<file path="src/rtl/pipelined_adder_pkg.sv">
// Shared operand types for the pipelined adder and its upstream feeder.
package pipelined_adder_pkg;
  localparam int ADDER_WIDTH = 26;

  typedef logic [ADDER_WIDTH-1:0] operand_t;

  typedef struct packed {
    operand_t a;
    operand_t b;
  } operand_pair_t;
endpackage

</file>
<file path="src/rtl/adder_operand_fifo.sv">
// Synchronous FIFO of operand pairs; storage is unreset, only pointers and occupancy clear.
module adder_operand_fifo
  import pipelined_adder_pkg::*;
#(
  parameter int DEPTH = 16
) (
  input  logic                         clock0,
  input  logic                         reset,
  input  logic                         push,
  input  logic                         pop,
  input  operand_pair_t                wdata,
  output operand_pair_t                rdata,
  output logic                         full,
  output logic                         empty,
  output logic [$clog2(DEPTH+1)-1:0]   count
);
  localparam int AW = $clog2(DEPTH);
  localparam int CW = $clog2(DEPTH + 1);

  operand_pair_t  r_mem [DEPTH];
  logic [AW-1:0]  r_wr_ptr;
  logic [AW-1:0]  r_rd_ptr;
  logic [CW-1:0]  r_count;
  logic           w_do_push;
  logic           w_do_pop;

  assign full      = (r_count == CW'(DEPTH));
  assign empty     = (r_count == '0);
  assign count     = r_count;
  assign rdata     = r_mem[r_rd_ptr];
  assign w_do_push = push && !full;
  assign w_do_pop  = pop && !empty;

  always_ff @(posedge clock0) begin
    if (w_do_push) r_mem[r_wr_ptr] <= wdata;
  end

  // Pointers are exactly log2(DEPTH) bits, so they wrap on their own.
  always_ff @(posedge clock0) begin
    if (!reset) begin
      r_wr_ptr <= '0;
      r_rd_ptr <= '0;
      r_count  <= '0;
    end else begin
      if (w_do_push) r_wr_ptr <= r_wr_ptr + AW'(1);
      if (w_do_pop)  r_rd_ptr <= r_rd_ptr + AW'(1);
      case ({w_do_push, w_do_pop})
        2'b10:   r_count <= r_count + CW'(1);
        2'b01:   r_count <= r_count - CW'(1);
        default: r_count <= r_count;
      endcase
    end
  end
endmodule

</file>
<file path="src/rtl/pipelined_adder_feeder.sv">
// Operand stage for pipelined_adder: buffers pairs, issues one per cycle and
// tracks each issue through the adder latency to mark valid sums.
module pipelined_adder_feeder
  import pipelined_adder_pkg::*;
#(
  parameter int WIDTH       = ADDER_WIDTH,
  parameter int DEPTH       = 16,
  parameter int ADD_LATENCY = 2
) (
  input  logic                        clock0,
  input  logic                        reset,
  input  logic                        in_valid,
  output logic                        in_ready,
  input  logic [WIDTH-1:0]            in_op_a,
  input  logic [WIDTH-1:0]            in_op_b,
  input  logic                        hold,
  output logic [WIDTH-1:0]            op_a,
  output logic [WIDTH-1:0]            op_b,
  output logic                        issue,
  output logic                        result_valid,
  output logic [$clog2(DEPTH+1)-1:0]  count
);
  operand_pair_t           w_wdata;
  operand_pair_t           w_rdata;
  logic                    w_full;
  logic                    w_empty;
  logic                    w_push;
  logic                    w_pop;
  logic [WIDTH-1:0]        r_op_a;
  logic [WIDTH-1:0]        r_op_b;
  logic                    r_issue;
  logic [ADD_LATENCY-1:0]  r_dly;

  assign w_wdata  = '{a: operand_t'(in_op_a), b: operand_t'(in_op_b)};
  assign in_ready = !w_full;
  assign w_push   = in_valid && !w_full;
  assign w_pop    = !w_empty && !hold;

  adder_operand_fifo #(
    .DEPTH (DEPTH)
  ) u_fifo (
    .clock0 (clock0),
    .reset  (reset),
    .push   (w_push),
    .pop    (w_pop),
    .wdata  (w_wdata),
    .rdata  (w_rdata),
    .full   (w_full),
    .empty  (w_empty),
    .count  (count)
  );

  // The delay line is cleared with the issue register so no stale result survives a reset.
  always_ff @(posedge clock0) begin
    if (!reset) begin
      r_op_a  <= '0;
      r_op_b  <= '0;
      r_issue <= 1'b0;
      r_dly   <= '0;
    end else begin
      r_issue <= w_pop;
      r_dly   <= (r_dly << 1) | ADD_LATENCY'(r_issue);
      if (w_pop) begin
        r_op_a <= WIDTH'(w_rdata.a);
        r_op_b <= WIDTH'(w_rdata.b);
      end
    end
  end

  assign op_a         = r_op_a;
  assign op_b         = r_op_b;
  assign issue        = r_issue;
  assign result_valid = r_dly[ADD_LATENCY-1];
endmodule

</file>
<file path="config.mk">
export PLATFORM = sky130hd
export DESIGN_NAME = pipelined_adder_feeder
export DESIGN_NICKNAME = d
export VERILOG_FILES = /design/src/rtl/pipelined_adder_pkg.sv /design/src/rtl/adder_operand_fifo.sv /design/src/rtl/pipelined_adder_feeder.sv
export SDC_FILE = /design/constraint.sdc
export NUM_CORES = 1
export LEC_CHECK = 0
export ABC_AREA = 0
export CAP_MARGIN = 20
export CORE_UTILIZATION = 60
export CTS_BUF_LIST = sky130_fd_sc_hd__clkbuf_8
export CTS_CLUSTER_DIAMETER = 50
export DETAILED_ROUTE_END_ITERATION = 10
export DONT_BUFFER_PORTS = 1
export PLACE_DENSITY = 0.86
export SKIP_CTS_REPAIR_TIMING = 1
export SYNTH_ARGS = -nofsm -noshare
export SYNTH_HDL_FRONTEND = slang
export SYNTH_SLANG_ARGS = --single-unit
</file>
<file path="constraint.sdc">
create_clock -name clock0 -period 6.86 [get_ports clock0]
set_input_delay 1.372 -clock clock0 [delete_from_list [all_inputs] [get_ports clock0]]
set_output_delay 1.372 -clock clock0 [all_outputs]
set_load 0.01 [all_outputs]
</file>
## After elaboration in Yosys (flattened, before gate mapping)

Memories as Yosys holds them, arrays and structs flattened. A register that Yosys moved wholly into a read port is not among the register bits.
Cells that the tools add are included.

- Div/mod/pow operators: 0
- Add/sub/neg operators: 4
- Bitwise operators: 1
- Equality and inequality tests: 3
- Reduce and logical (&&, ||, !) cells: 10
- Shifts and indexed selects: 0
- Multiply operators: 0
- Magnitude comparators: 0
- Mux-type cells: 3

Operators by type and width:

| kind | count |
|---|---|
| $pmux W5 S2 | 1 |
| $add A4 B1 Y4 const B | 2 |
| $add A5 B1 Y5 const B | 1 |
| $eq A5 B5 Y1 const B | 1 |
| $logic_not A5 Y1 | 1 |
| $sub A5 B1 Y5 const B | 1 |
| $logic_and A1 B1 Y1 | 4 |
| $logic_not A1 Y1 | 4 |
| $eq A2 B1 Y1 const B | 1 |
| $eq A2 B2 Y1 const B | 1 |
| $mux W1 | 2 |
| $or A2 B1 Y2 | 1 |
| $reduce_bool A2 Y1 | 1 |

- Bits in registers: 16
- Logic and storage cells: 27
- Bits of input ports: 56
- Memories kept: 1
- Output and inout bits: 60
- Memory bits (writable): 832
- Latch bits: 0
- Bits in read-only memories: 0

Memories:

| memory | depth | bits a word | read ports | clocked after Yosys merged registers in | write ports | RTL line | source |
|---|---|---|---|---|---|---|---|
| u_fifo.r_mem | 16 | 52 | 1 | 1 | 1 | adder_operand_fifo.sv:20 | `operand_pair_t r_mem [DEPTH];` |

## Logic depth before layout (Yosys ltp)

Gate-level depths: netlist of run 1.

- Depth after elaboration: 6
- Gate-level depth with buffers: 12
- Mapped depth without buffers: 10

## Cells and area by module

A second synthesis of run 1 with hierarchy kept.

- Cell total of the unflattened synthesis: 1,645
- Area, all modules: 34,316.7 sq um

Modules (own cells, without submodules):

| module | times used | cells each | sequential area each (sq um) | area an instance (sq um) |
|---|---|---|---|---|
| adder_operand_fifo | 1 | 1,397 | 25,324.3 | 32,008.2 |
| pipelined_adder_feeder | 1 | 248 | 1,101.1 | 2,308.5 |

## Worst setup path after synthesis of run 1

No wires, ideal clock.

- Path type: input port to flip-flop
- Start: in in_valid
- End: mem u_fifo.r_mem[0][0] in the netlist's numbering (enable)
- Arrival: 5.471 ns
- Setup time: 0.526 ns
- Stages on the path: 3
- Setup slack: 0.863 ns
- Cell sequence: a21boi_1 -> nand2_1 -> nor3_1

- Longest elaborated chain between the ends: 4

Ends and longest elaborated chain:

| element | RTL line | source |
|---|---|---|
| start, declared | pipelined_adder_feeder.sv:12 | `input logic in_valid,` |
| $logic_and A1 B1 Y1 | pipelined_adder_feeder.sv:36 | `assign w_push = in_valid && !w_full;` |
| $logic_and A1 B1 Y1 | adder_operand_fifo.sv:31 | `assign w_do_push = push && !full;` |
| $mux W1 | adder_operand_fifo.sv:35 | `if (w_do_push) r_mem[r_wr_ptr] <= wdata;` |
| $mux W1 (implied by the code) | adder_operand_fifo.sv:35 |  |
| end, declared | adder_operand_fifo.sv:20 |  |

Every way passes these cells.

## Final worst setup path of run 1

- Start: reg u_fifo.r_count[2] (netlist: u_fifo.count[2])
- End: mem u_fifo.r_mem[8][40] in the netlist's numbering (enable)

- Longest elaborated chain between the ends: 6

Ends and longest elaborated chain:

| element | RTL line | source |
|---|---|---|
| start, declared | adder_operand_fifo.sv:23 | `logic [CW-1:0] r_count;` |
| start signal, assigned | adder_operand_fifo.sv:48 | `2'b10: r_count <= r_count + CW'(1);` |
| start signal, assigned | adder_operand_fifo.sv:49 | `2'b01: r_count <= r_count - CW'(1);` |
| start signal, assigned | adder_operand_fifo.sv:50 | `default: r_count <= r_count;` |
| $eq A5 B5 Y1 (*) | adder_operand_fifo.sv:27 | `assign full = (r_count == CW'(DEPTH));` |
| $logic_not A1 Y1 (*) | adder_operand_fifo.sv:31, pipelined_adder_feeder.sv:36 |  |
| $logic_and A1 B1 Y1 | pipelined_adder_feeder.sv:36 |  |
| $logic_and A1 B1 Y1 (*) | adder_operand_fifo.sv:31 |  |
| $mux W1 (*) | adder_operand_fifo.sv:35 |  |
| $mux W1 (implied by the code) (*) | adder_operand_fifo.sv:35 |  |

Every way passes the cells marked *; elsewhere a longest branch is shown, timed or not.

==> tab_implementation.tex, run 1 <==
\begin{tabular}{lr}
\hline
Metric & Value \\
\hline
\multicolumn{2}{l}{\textbf{Die}} \\
\quad Die extent in y & 240 um \\
\quad Chip width & 240 um \\
\quad Number of top-level pins & 116 \\
\quad Die outline area & 57700 sq um \\
\quad Initial core utilization & 61.3\% \\
\quad Number of placement rows & 86 \\
\quad Area of the core & 55500 sq um \\
\multicolumn{2}{l}{\textbf{Critical path}} \\
\quad Setup crit end kind & flop \\
\quad Sort of element at the start of the critical path & flop \\
\quad Sum of buffers and inverters on the critical path & 1 \\
\quad Flop-to-flop setup slack & 3.17 ns \\
\quad Crit Path Max Fanout & 28 \\
\quad Category of the most critical setup path & reg -> reg \\
\quad Slowest cell delay on critical path & 0.87 ns \\
\quad Series of cell instances along the critical path & nor4\_4 -> a21boi\_1 -> nand2\_1 -> nor2\_4 -> buf\_4 \\
\quad Crit path DAT & 4.10 ns \\
\quad Data required time of the worst path & 7.26 ns \\
\quad Worst path top cell family by delay & simple AND/OR/NAND/NOR gates \\
\quad Cell type of the slowest stage on the worst timing path & sky130\_fd\_sc\_hd\_\_nor2\_4 \\
\multicolumn{2}{l}{\textbf{GRT}} \\
\quad Global-route wire length before repair & 104 mm \\
\quad Antenna violations before repair & 0 \\
\quad Number of global-route vias before repair & 16800 \\
\quad Remaining global-route overflow & 0 \\
\quad Total global-route track usage & 25.3\% \\
\quad Largest net degree at the start of global routing & 92 \\
\multicolumn{2}{l}{\textbf{STA}} \\
\quad Number of setup violations in the final report & 0 \\
\quad Share of the cycle needed by the critical path after routing & 53.9\% \\
\quad Hold violation count in the final report & 0 \\
\quad Final critical path time including I/O delays and setup & 3.69 ns \\
\quad Slew at the pin with the worst max-slew slack & 1.12 ns \\
\quad Setup total negative slack & 0 ns \\
\quad Worst setup slack after layout & 3.17 ns \\
\quad Relative slew margins & 25.6\% \\
\quad Unrepaired setup endpoints after global routing & no \\
\quad Count of final max-slew check failures & 0 \\
\quad Final hold slack & 0.438 ns \\
\quad Worst clock skew & 0.0367 ns \\
\quad Maximum clock frequency & 271 MHz \\
\multicolumn{2}{l}{\textbf{Cells and area}} \\
\quad Fraction of the core area covered by cells at the end of the flow & 67.6\% \\
\quad FF+latch area & 26400 sq um \\
\quad Multi-input gate area in the final layout & 7310 sq um \\
\quad Net count of the finished layout & 1657 \\
\quad Number of cells in the finished layout apart from fillers & 2454 \\
\quad Synthesis-to-layout area growth & 10.4\% \\
\quad Fraction of layout instances using a drive strength above 1 & 29.1\% \\
\quad Most frequent standard cell in the layout excluding fill and tap cells & sky130\_fd\_sc\_hd\_\_edfxtp\_1 \\
\quad Fill cells & 3191 \\
\quad Antenna diode count & 0 \\
\quad Commonest cells after routing, fill and taps aside & 832 x sky130\_fd\_sc\_hd\_\_edfxtp\_1, 208 x sky130\_fd\_sc\_hd\_\_mux4\_2, 159 x sky130\_fd\_sc\_hd\_\_clkbuf\_8 \\
\multicolumn{2}{l}{\textbf{Clocking}} \\
\quad Num CTS Buffers & 140 \\
\quad Maximum buffer depth of the clock tree & 3 \\
\quad Total clock sinks & 900 \\
\quad Insertion delay of the later-clocked pin in the worst-skew pair & 0.79 ns \\
\quad Clock transition at the register clock pins on the worst setup and hold paths after CTS & 0.06 ns \\
\quad CTS tree & yes \\
\quad Depth of the CTS H-tree & 4 \\
\quad Master cell of the clock root buffer & sky130\_fd\_sc\_hd\_\_clkbuf\_8 \\
\multicolumn{2}{l}{\textbf{Synthesis}} \\
\quad Synthesized netlist cell count & 1504 \\
\quad Cell type with the highest aggregate area in the netlist & sky130\_fd\_sc\_hd\_\_edfxtp\_1 \\
\quad Post-Syn Area & 34000 sq um \\
\quad Flip-flop and latch count after synthesis & 900 \\
\quad Sequential-to-total area share from yosys stat & 77.4\% \\
\quad Commonest register cell after synthesis & sky130\_fd\_sc\_hd\_\_edfxtp\_1 \\
\quad Average footprint of a synthesized cell & 22.6 sq um \\
\quad Number of nets produced by synthesis & 1569 \\
\quad Share of flip-flops with an asynchronous set or reset & 0\% \\
\quad Ys Warns & 0 \\
\quad Ranking of synthesized cells by area & sky130\_fd\_sc\_hd\_\_edfxtp\_1 73\%, sky130\_fd\_sc\_hd\_\_mux4\_2 14\%, sky130\_fd\_sc\_hd\_\_dfxtp\_1 4.0\%, sky130\_fd\_sc\_hd\_\_mux2\_2 1.7\%, sky130\_fd\_sc\_hd\_\_mux2i\_1 1.6\% \\
\quad Distinct cells, synth & 42 \\
\quad Yosys top cell area share & 73.4\% \\
\quad EDFF count, synth & 832 \\
\multicolumn{2}{l}{\textbf{Drt}} \\
\quad Routed via count divided by cell count & 6.48 \\
\quad Total DRC errors in the routed layout & 0 \\
\quad Number of nets with antenna violations after routing & 0 \\
\quad Via count & 15900 \\
\quad DRC violation total after the first TritonRoute iteration & 1556 \\
\quad Pre-antenna DRT Iters & 5 \\
\quad Total detailed-routing wirelength & 69.7 mm \\
\quad Routed wire per std cell & 28.4 um \\
\multicolumn{2}{l}{\textbf{Placement}} \\
\quad Final weighted congestion in routability-driven placement & 0.805 \\
\quad Pre-CTS setup slack & 2.61 ns \\
\quad HPWL after detailed placement & 37.7 mm \\
\quad Count of buffers inserted at the top-level ports & 0 \\
\quad Dpl cells & 2198 \\
\multicolumn{2}{l}{\textbf{Pwr}} \\
\quad Worst supply voltage drop on vdd & 243 uV \\
\quad Power per cell area & 335 nW/um\^{}2 \\
\quad Leakage power summed over all cells & 11.7 nW \\
\multicolumn{2}{l}{\textbf{Min path}} \\
\quad Type of the most critical hold path & reg -> reg \\
\multicolumn{2}{l}{\textbf{Outcome}} \\
\quad Result of the run & completed \\
\multicolumn{2}{l}{\textbf{Run}} \\
\quad Number of max-capacitance violations reported & 0 \\
\hline
\end{tabular}
## path summary, 6_finish.rpt
| path | startpoint | end | depth (start not counted) |
|---|---|---|---|
| worst min-delay path | r_dly[0] | r_dly[1] | 1 |
| worst max register to register | u_fifo.count[2] | u_fifo.r_mem[8][40] | 5 |
| worst min register to register | r_dly[0] | r_dly[1] | 1 |
| worst max-delay path | u_fifo.count[2] | u_fifo.r_mem[8][40] | 5 |
## area by class of cell
| cell class | instances | share of cell area (%) |
|---|---|---|
| sequential | 900 | 70.2 |
| multi-input combinational | 514 | 19.5 |
| clock inverter | 97 | 1.37 |
| tap | 748 | 2.49 |
| inverter | 7 | 0.0700 |
| clock buffer | 159 | 5.83 |
| timing repair buffer | 29 | 0.613 |
## power breakdown
part	total, mW	internal (mW)	leakage [nW]	switching, mW
clock	4.27	2.27	1.60	2.00
sequential	6.60	6.28	8.07	0.315
combinational	1.71	0.887	2.07	0.821
total	12.6	9.44	11.7	3.14
## through the flow
step / power, mW / instance area [sq um]
floorplan: 8.01 / 34000
global placement: 8.35 / 34900
detailed placement: 8.43 / 34900
CTS: 12.7 / 37600
global route: 13.0 / 37600
finish: 12.6 / 37600
## registers in the layout (all words and copies together) (netlist names)
register         cells
u_fifo.r_rd_ptr      4
r_dly                2
issue                1
u_fifo.r_wr_ptr      4
u_fifo.count         5
op_a                26
u_fifo.r_mem       832
op_b                26
## cells by family (layout without fill, tap and decap cells)
group	count (synthesis)	in the layout	synth area share, %
and+or+nand+nor	110	110	1.47
adders and majority gates	9	9	0.331
xor gates and xnor gates	9	9	0.232
AOI/OAI and AO/OA	71	71	1.98
muxes	315	315	17.1
buffers and inverters	90	292	1.45
DFF	900	900	77.4
## cells in the mapped netlist, types with 2 or more instances
cell	number
sky130_fd_sc_hd__inv_1	7
sky130_fd_sc_hd__mux4_2	208
sky130_fd_sc_hd__clkbuf_1	42
sky130_fd_sc_hd__a211o_1	2
sky130_fd_sc_hd__nor3_1	4
sky130_fd_sc_hd__nand3_1	4
sky130_fd_sc_hd__nand4_1	2
sky130_fd_sc_hd__dfxtp_1	68
sky130_fd_sc_hd__mux2i_1	55
sky130_fd_sc_hd__buf_1	2
sky130_fd_sc_hd__mux2_2	52
sky130_fd_sc_hd__buf_6	17
sky130_fd_sc_hd__nor2_1	78
sky130_fd_sc_hd__or3_1	2
sky130_fd_sc_hd__ha_1	9
sky130_fd_sc_hd__nand2_1	5
sky130_fd_sc_hd__o211ai_1	4
sky130_fd_sc_hd__nand2b_1	4
sky130_fd_sc_hd__buf_2	22
sky130_fd_sc_hd__a21oi_1	4
sky130_fd_sc_hd__edfxtp_1	832
sky130_fd_sc_hd__xor2_1	6
sky130_fd_sc_hd__xnor2_1	3
sky130_fd_sc_hd__a221o_1	52
sky130_fd_sc_hd__and2_1	3
## metal layers
metal | part of all wire [%] | vias up | wire length, um | global-route usage (%)
met5 | 0 | - | 0 | 0
met4 | 3.2 | 0 | 2200 | 10.8
met3 | 9.7 | 156 | 6790 | 7.16
met2 | 50 | 894 | 35100 | 40.6
met1 | 37 | 8320 | 25600 | 32.7
li1 | - | 6525 | - | -
## worst reg2reg max path: cells and delay by family (launching register included)
kind,cells,cell delay (ns)
DFF,1,0.65
buffers and inverters,1,0.62
AOI/OAI and AO/OA,1,0.58
and+or+nand+nor,3,1.45
No activity file was read; power rests on OpenSTA's default activity.
==> inputs of run 2 (changes only) <==
- CORE_UTILIZATION: 60 -> 59
- PLACE_DENSITY: 0.86 -> 0.88
- clock period: 6.86 -> 3 ns (I/O delays scaled with it)
==> tab_implementation.tex, run 2 (synthesized netlist as in run 1, its figures left out) <==
\begin{tabular}{lr}
\hline
Metric & Value \\
\hline
\multicolumn{2}{l}{\textbf{Min path}} \\
\quad Type of the most critical hold path & in -> reg \\
\quad Worst hold path stage count & 2 (+1) \\
\multicolumn{2}{l}{\textbf{GRT}} \\
\quad Routing usage on met1 & 31.2\% (-1.5 points) \\
\quad Number of global-route vias before repair & 17000 (+1.6\%) \\
\quad Global-route wire length before repair & 107 mm (+2.7\%) \\
\quad Global-route met2 utilization & 41.5\% (+0.89 points) \\
\quad Largest net degree at the start of global routing & 57 (-38\%) \\
\quad GRT met3 Usage & 7.84\% (+0.68 points) \\
\quad Total global-route track usage & 25.2\% (-0.15 points) \\
\quad Antenna violations before repair & 7 (+7) \\
\quad GRT Max-Usage Layer & met2 \\
\quad Remaining global-route overflow & 0 (unchanged) \\
\multicolumn{2}{l}{\textbf{Critical path}} \\
\quad Crit path DAT & 3.45 ns (-0.65 ns) \\
\quad Category of the most critical setup path & reg -> reg \\
\quad Slowest cell delay on critical path & 0.46 ns (-0.41 ns) \\
\quad Worst r2r path cells & 10 (+5) \\
\quad Crit Path Max Fanout & 10 (-64\%) \\
\quad Series of cell instances along the critical path & nor4\_4 -> a21boi\_1 -> inv\_1 -> ha\_1 -> xor2\_1 -> ha\_1 -> a21oi\_1 -> xor2\_1 -> or3\_1 -> a21oi\_1 \\
\quad Sum of buffers and inverters on the critical path & 1 (unchanged) \\
\quad Logic depth of the worst setup path including buffers & 10 (+5) \\
\quad Data required time of the worst path & 3.68 ns (-3.58 ns) \\
\quad Setup crit end kind & flop \\
\quad Cell type of the slowest stage on the worst timing path & sky130\_fd\_sc\_hd\_\_dfxtp\_1 \\
\quad Sort of element at the start of the critical path & flop \\
\quad Worst path top cell family by delay & simple AND/OR/NAND/NOR gates \\
\multicolumn{2}{l}{\textbf{STA}} \\
\quad Share of the cycle needed by the critical path after routing & 92.1\% (+38 points) \\
\quad Final critical path time including I/O delays and setup & 2.76 ns (-0.930 ns) \\
\quad Slew at the pin with the worst max-slew slack & 1.09 ns (-0.0218 ns) \\
\quad Unrepaired setup endpoints after global routing & no \\
\quad Relative slew margins & 26.9\% (+1.3 points) \\
\quad Worst clock skew & 0.0341 ns (-0.00263 ns) \\
\quad Maximum clock frequency & 362 MHz (+34\%) \\
\quad Hold violation count in the final report & 0 (unchanged) \\
\quad Final hold slack & 0.0258 ns (-0.413 ns) \\
\quad Count of final max-slew check failures & 0 (unchanged) \\
\quad Number of setup violations in the final report & 0 (unchanged) \\
\multicolumn{2}{l}{\textbf{Pwr}} \\
\quad Power per cell area & 748 nW/um\^{}2 (+120\%) \\
\quad Worst supply voltage drop on vdd & 443 uV (+83\%) \\
\quad Leakage power summed over all cells & 12.2 nW (+3.9\%) \\
\multicolumn{2}{l}{\textbf{Clocking}} \\
\quad Insertion delay of the later-clocked pin in the worst-skew pair & 0.79 ns (about the same) \\
\quad Master cell of the clock root buffer & sky130\_fd\_sc\_hd\_\_clkbuf\_8 \\
\quad CTS tree & yes \\
\quad Clock transition at the register clock pins on the worst setup and hold paths after CTS & 0.06 ns (about the same) \\
\quad Maximum buffer depth of the clock tree & 3 (unchanged) \\
\quad Total clock sinks & 900 (unchanged) \\
\quad Depth of the CTS H-tree & 4 (unchanged) \\
\quad Num CTS Buffers & 139 (-0.71\%) \\
\multicolumn{2}{l}{\textbf{Run}} \\
\quad Number of max-capacitance violations reported & 0 (unchanged) \\
\multicolumn{2}{l}{\textbf{Drt}} \\
\quad Routed via count divided by cell count & 6.39 (-1.3\%) \\
\quad Via count & 16300 (+2.8\%) \\
\quad DRC violation total after the first TritonRoute iteration & 1909 (+23\%) \\
\quad Total DRC errors in the routed layout & 0 (unchanged) \\
\quad Pre-antenna DRT Iters & 5 (unchanged) \\
\quad Routed wire per std cell & 28.3 um (-0.17\%) \\
\quad Total detailed-routing wirelength & 72.4 mm (+3.9\%) \\
\quad Number of nets with antenna violations after routing & 0 (unchanged) \\
\multicolumn{2}{l}{\textbf{Cells and area}} \\
\quad Fill cells & 3110 (-2.5\%) \\
\quad Top register by number of flip-flops & u\_fifo.r\_mem \\
\quad Most frequent standard cell in the layout excluding fill and tap cells & sky130\_fd\_sc\_hd\_\_edfxtp\_1 \\
\quad Synthesis-to-layout area growth & 13.9\% \\
\quad Multi-input gate area in the final layout & 7340 sq um (+0.34\%) \\
\quad Commonest cells after routing, fill and taps aside & 832 x sky130\_fd\_sc\_hd\_\_edfxtp\_1, 208 x sky130\_fd\_sc\_hd\_\_mux4\_2, 156 x sky130\_fd\_sc\_hd\_\_clkbuf\_8, 69 x sky130\_fd\_sc\_hd\_\_inv\_1 \\
\quad Number of cells in the finished layout apart from fillers & 2555 (+4.1\%) \\
\quad Max reg flops & 832 (unchanged) \\
\quad Fraction of layout instances using a drive strength above 1 & 29.6\% (+0.47 points) \\
\quad FF+latch area & 26400 sq um (unchanged) \\
\quad Net count of the finished layout & 1746 (+5.4\%) \\
\multicolumn{2}{l}{\textbf{Die}} \\
\quad Number of top-level pins & 116 (unchanged) \\
\quad Chip width & 242 um (+0.84\%) \\
\quad Die outline area & 58600 sq um (+1.7\%) \\
\quad Die extent in y & 242 um (+0.84\%) \\
\quad Number of placement rows & 87 (+1.2\%) \\
\quad Initial core utilization & 60.0\% (-1.3 points) \\
\quad Area of the core & 56700 sq um (+2.1\%) \\
\multicolumn{2}{l}{\textbf{Placement}} \\
\quad HPWL after detailed placement & 38.3 mm (+1.6\%) \\
\quad Dpl cells & 2243 (+2.0\%) \\
\quad Final weighted congestion in routability-driven placement & 0.795 (-1.3\%) \\
\quad Count of buffers inserted at the top-level ports & 0 (unchanged) \\
\multicolumn{2}{l}{\textbf{Outcome}} \\
\quad Result of the run & completed \\
\hline
\end{tabular}
[run 2: cell count changes in the layout (fill, tap and decap cells not counted), moves of 3 or more]
cell,previous run,this run
sky130_fd_sc_hd__nor3_2,4,0
sky130_fd_sc_hd__buf_12,1,34
sky130_fd_sc_hd__buf_4,28,32
sky130_fd_sc_hd__nor3_4,0,4
sky130_fd_sc_hd__clkinv_1,16,13
sky130_fd_sc_hd__dlygate4sd3_1,0,53
sky130_fd_sc_hd__inv_1,65,69
sky130_fd_sc_hd__inv_8,0,3
sky130_fd_sc_hd__bufinv_16,4,1
sky130_fd_sc_hd__clkinv_2,13,9
sky130_fd_sc_hd__clkbuf_8,159,156
sky130_fd_sc_hd__diode_2,0,5
[run 2: layout make-up]
class / instances / share of cell area (%)
Clock inverter: 98 / 1.22
Multi-Input combinational cell: 514 / 18.9
Tap cell: 756 / 2.44
Clock buffer: 156 / 5.54
Sequential cell: 900 / 68.0
Antenna cell: 5 / 0.0323
Timing Repair Buffer: 119 / 3.75
Inverter: 7 / 0.0678
[run 2: power by group]
group	switching, mW	internal [mW]
Clock	4.60	4.88
Combinational	2.20	2.27
Sequential	0.689	14.4
[run 2: final timing paths]
kind                         from              end  slack (ns)
setup / recovery  u_fifo.count[1]  u_fifo.count[2]        0.24
hold / removal              reset  u_fifo.count[4]        0.03
setup reg to reg  u_fifo.count[1]  u_fifo.count[2]        0.24
hold reg to reg          r_dly[0]         r_dly[1]        0.43
[run 2: per-layer routing]
layer / vias up / part of all wire, % / wire length (um)
met5: - / 0.057 / 41
met2: 953 / 51 / 36700
met1: 8479 / 37 / 26700
li1: 6719 / - / -
met3: 177 / 9.4 / 6790
met4: 6 / 3.1 / 2220
[run 2: through the flow]
stage          area [sq um]  worst slack, ns  utilization [%]  power [mW]  setup TNS (ns)
3_5_place_dp          35600            0.347             62.7        19.6               0
3_3_place_gp          35600            0.461             62.7        19.3               0
6_report              38700            0.236             68.3        29.0               0
2_1_floorplan         34100           -0.641                -        18.3         -154.87
4_1_cts               38200            0.348             67.4        29.0               0
5_1_grt               38700           0.0938             68.3        30.0               0
==> inputs of run 3 (changes only) <==
- CORE_ASPECT_RATIO: default -> 0.75
==> tab_implementation.tex, run 3 (synthesized netlist as in run 1, its figures left out) <==
\begin{tabular}{lr}
\hline
Metric & Value \\
\hline
\multicolumn{2}{l}{\textbf{Cells and area}} \\
\quad Fraction of layout instances using a drive strength above 1 & 28.0\% (-1.6 points) \\
\quad Top register by number of flip-flops & u\_fifo.r\_mem \\
\quad Net count of the finished layout & 1709 (-2.1\%) \\
\quad Most frequent standard cell in the layout excluding fill and tap cells & sky130\_fd\_sc\_hd\_\_edfxtp\_1 \\
\quad Commonest cells after routing, fill and taps aside & 832 x sky130\_fd\_sc\_hd\_\_edfxtp\_1, 208 x sky130\_fd\_sc\_hd\_\_mux4\_2, 136 x sky130\_fd\_sc\_hd\_\_clkbuf\_8, 65 x sky130\_fd\_sc\_hd\_\_nor2\_1, 65 x sky130\_fd\_sc\_hd\_\_dfxtp\_1 \\
\quad Number of cells in the finished layout apart from fillers & 2523 (-1.3\%) \\
\quad Max reg flops & 832 (unchanged) \\
\quad Synthesis-to-layout area growth & 12.4\% \\
\quad Fraction of the core area covered by cells at the end of the flow & 67.8\% (-0.51 points) \\
\multicolumn{2}{l}{\textbf{Die}} \\
\quad Initial core utilization & 60.3\% (+0.34 points) \\
\quad Number of placement rows & 75 (-14\%) \\
\quad Number of top-level pins & 116 (unchanged) \\
\quad Die outline area & 58600 sq um (about the same) \\
\quad Area of the core & 56400 sq um (-0.56\%) \\
\quad Chip width & 279 um (+15\%) \\
\quad Die extent in y & 210 um (-13\%) \\
\multicolumn{2}{l}{\textbf{GRT}} \\
\quad Global-route wire length before repair & 105 mm (-1.5\%) \\
\quad Remaining global-route overflow & 0 (unchanged) \\
\quad Antenna violations before repair & 9 (+2) \\
\quad Total global-route track usage & 24.6\% (-0.56 points) \\
\quad Number of global-route vias before repair & 16600 (-2.5\%) \\
\quad Largest net degree at the start of global routing & 55 (-3.5\%) \\
\multicolumn{2}{l}{\textbf{STA}} \\
\quad Final critical path time including I/O delays and setup & 2.70 ns (-0.0602 ns) \\
\quad Hold violation count in the final report & 0 (unchanged) \\
\quad Final hold slack & 0.0867 ns (+0.0609 ns) \\
\quad Unrepaired setup endpoints after global routing & no \\
\quad Share of the cycle needed by the critical path after routing & 90.1\% (-2.0 points) \\
\quad Number of setup violations in the final report & 0 (unchanged) \\
\quad Relative slew margins & 37.7\% (+11 points) \\
\quad Worst setup slack after layout & 0.296 ns (+0.0602 ns) \\
\quad Worst clock skew & 0.0263 ns (-0.00777 ns) \\
\quad Slew at the pin with the worst max-slew slack & 0.934 ns (-0.160 ns) \\
\quad Count of final max-slew check failures & 0 (unchanged) \\
\quad Maximum clock frequency & 370 MHz (+2.2\%) \\
\multicolumn{2}{l}{\textbf{Clocking}} \\
\quad Clock transition at the register clock pins on the worst setup and hold paths after CTS & 0.08 ns (+0.02 ns) \\
\quad Insertion delay of the later-clocked pin in the worst-skew pair & 0.72 ns (-0.07 ns) \\
\quad Master cell of the clock root buffer & sky130\_fd\_sc\_hd\_\_clkbuf\_8 \\
\quad CTS tree & yes \\
\quad Depth of the CTS H-tree & 3 (-1) \\
\quad Num CTS Buffers & 119 (-14\%) \\
\quad Total clock sinks & 900 (unchanged) \\
\quad Maximum buffer depth of the clock tree & 3 (unchanged) \\
\multicolumn{2}{l}{\textbf{Critical path}} \\
\quad Slowest cell delay on critical path & 0.45 ns (about the same) \\
\quad Logic depth of the worst setup path including buffers & 10 (unchanged) \\
\quad Flop-to-flop setup slack & 0.30 ns (+0.06 ns) \\
\quad Cell type of the slowest stage on the worst timing path & sky130\_fd\_sc\_hd\_\_dfxtp\_1 \\
\quad Worst r2r path cells & 10 (unchanged) \\
\quad CP dominant cell by count & sky130\_fd\_sc\_hd\_\_ha\_1 \\
\quad Worst setup path startpoint & u\_fifo.count[1] \\
\quad Setup crit end kind & flop \\
\quad Worst setup endpoint & u\_fifo.count[4] \\
\quad Crit path DAT & 3.30 ns (-0.15 ns) \\
\quad Data required time of the worst path & 3.59 ns (-0.09 ns) \\
\quad Sort of element at the start of the critical path & flop \\
\quad Startpoint of the worst register-to-register path & u\_fifo.count[1] \\
\quad Category of the most critical setup path & reg -> reg \\
\quad Worst path top cell family by delay & compound AO/OA/AOI/OAI gates \\
\quad Series of cell instances along the critical path & nor4\_4 -> a21boi\_1 -> inv\_1 -> ha\_1 -> xor2\_1 -> ha\_1 -> nor2\_1 -> o32ai\_1 -> a211o\_1 -> nand4\_1 \\
\quad Sum of buffers and inverters on the critical path & 1 (unchanged) \\
\quad Terminus of the critical flop-to-flop path & u\_fifo.count[4] \\
\quad Crit Path Max Fanout & 10 (unchanged) \\
\multicolumn{2}{l}{\textbf{Placement}} \\
\quad Count of buffers inserted at the top-level ports & 0 (unchanged) \\
\quad Dpl cells & 2240 (-0.13\%) \\
\quad Pre-CTS setup slack & 0.441 ns (+0.0944 ns) \\
\quad HPWL after detailed placement & 38.0 mm (-0.74\%) \\
\quad Final weighted congestion in routability-driven placement & 0.819 (+3.0\%) \\
\multicolumn{2}{l}{\textbf{Pwr}} \\
\quad Total design power & 28.1 mW (-3.1\%) \\
\quad Power share of the sequential group & 53.2\% (+1.3 points) \\
\quad Power per cell area & 735 nW/um\^{}2 (-1.8\%) \\
\quad Sw Pwr & 7.19 mW (-4.0\%) \\
\quad Internal power & 20.9 mW (-2.7\%) \\
\quad Combinational share of power & 15.6\% (+0.2 points) \\
\quad Clk pwr share & 31.2\% (-1.5 points) \\
\quad Leakage power summed over all cells & 11.9 nW (-2.6\%) \\
\quad Worst supply voltage drop on vdd & 492 uV (+11\%) \\
\quad Switching power share of the total & 25.6\% (-0.24 points) \\
\multicolumn{2}{l}{\textbf{Drt}} \\
\quad Number of nets with antenna violations after routing & 0 (unchanged) \\
\quad Routed wire per std cell & 28.1 um (-0.68\%) \\
\quad Via count & 16200 (-0.84\%) \\
\quad Total DRC errors in the routed layout & 0 (unchanged) \\
\quad Total detailed-routing wirelength & 71.0 mm (-1.9\%) \\
\quad Pre-antenna DRT Iters & 6 (+1) \\
\quad DRC violation total after the first TritonRoute iteration & 1877 (-1.7\%) \\
\quad Routed via count divided by cell count & 6.42 (+0.42\%) \\
\multicolumn{2}{l}{\textbf{Outcome}} \\
\quad Result of the run & completed \\
\multicolumn{2}{l}{\textbf{Run}} \\
\quad Number of max-capacitance violations reported & 0 (unchanged) \\
\multicolumn{2}{l}{\textbf{Min path}} \\
\quad Type of the most critical hold path & in -> reg \\
\hline
\end{tabular}
## run 3: changes by cell type in the layout (fill, tap and decap cells not counted)
| cell | before | now |
|---|---|---|
| sky130_fd_sc_hd__buf_12 | 34 | 27 |
| sky130_fd_sc_hd__buf_4 | 32 | 22 |
| sky130_fd_sc_hd__bufinv_16 | 1 | 3 |
| sky130_fd_sc_hd__clkbuf_8 | 156 | 136 |
| sky130_fd_sc_hd__clkinv_1 | 13 | 22 |
| sky130_fd_sc_hd__clkinv_2 | 9 | 12 |
| sky130_fd_sc_hd__clkinvlp_4 | 4 | 2 |
| sky130_fd_sc_hd__diode_2 | 5 | 6 |
| sky130_fd_sc_hd__inv_1 | 69 | 54 |
| sky130_fd_sc_hd__inv_6 | 6 | 2 |
| sky130_fd_sc_hd__inv_8 | 3 | 0 |
## run 3: metal layers
| metal | vias up | wire length (um) | global-route usage, % |
|---|---|---|---|
| li1 | 6628 | - | - |
| met1 | 8545 | 27500 | 33.2 |
| met2 | 891 | 35800 | 41.0 |
| met3 | 125 | 6130 | 5.64 |
| met4 | 8 | 1500 | 6.54 |
| met5 | - | 46 | 0 |
## run 3: worst min path at each step
stage	from	endpoint	slack, ns	cells after the start
floorplan	r_dly[0]	r_dly[1]	0.41	1
global placement	r_dly[0]	r_dly[1]	0.42	1
detailed placement	r_dly[0]	r_dly[1]	0.42	1
CTS	in_op_b[0]	u_fifo.r_mem[3][0]	-0.09	0
global route	reset	u_fifo.count[4]	0.05	2
finish	reset	u_fifo.count[4]	0.09	2
## run 3: cell type report
| cell class | count | area [sq um] |
|---|---|---|
| clock buffers | 136 | 1870 |
| inverters | 7 | 26.3 |
| clock inverters | 88 | 442 |
| multi-input cells | 514 | 7340 |
| flip-flops and latches | 900 | 26400 |
| well taps | 770 | 963 |
| repair buffers | 102 | 1240 |
| fillers | 3180 | 18200 |
| diodes | 6 | 15.0 |
## run 3: power groups by stage
stage                     registers [mW]  clock network (mW)  logic [mW]
after global routing                15.0                9.42        4.71
after detailed placement            15.2                   0        4.18
after CTS                           15.0                8.90        4.22
after global placement              15.2                   0        4.03
final                               14.9                8.77        4.39
after floorplan                     15.0                   0        3.33
## run 3: per-stage QoR
step,TNS (ns),instance area (sq um)
finish,0,38200
global placement,0,35400
floorplan,-154.87,34100
detailed placement,0,35400
CTS,0,37700
global route,0,38200
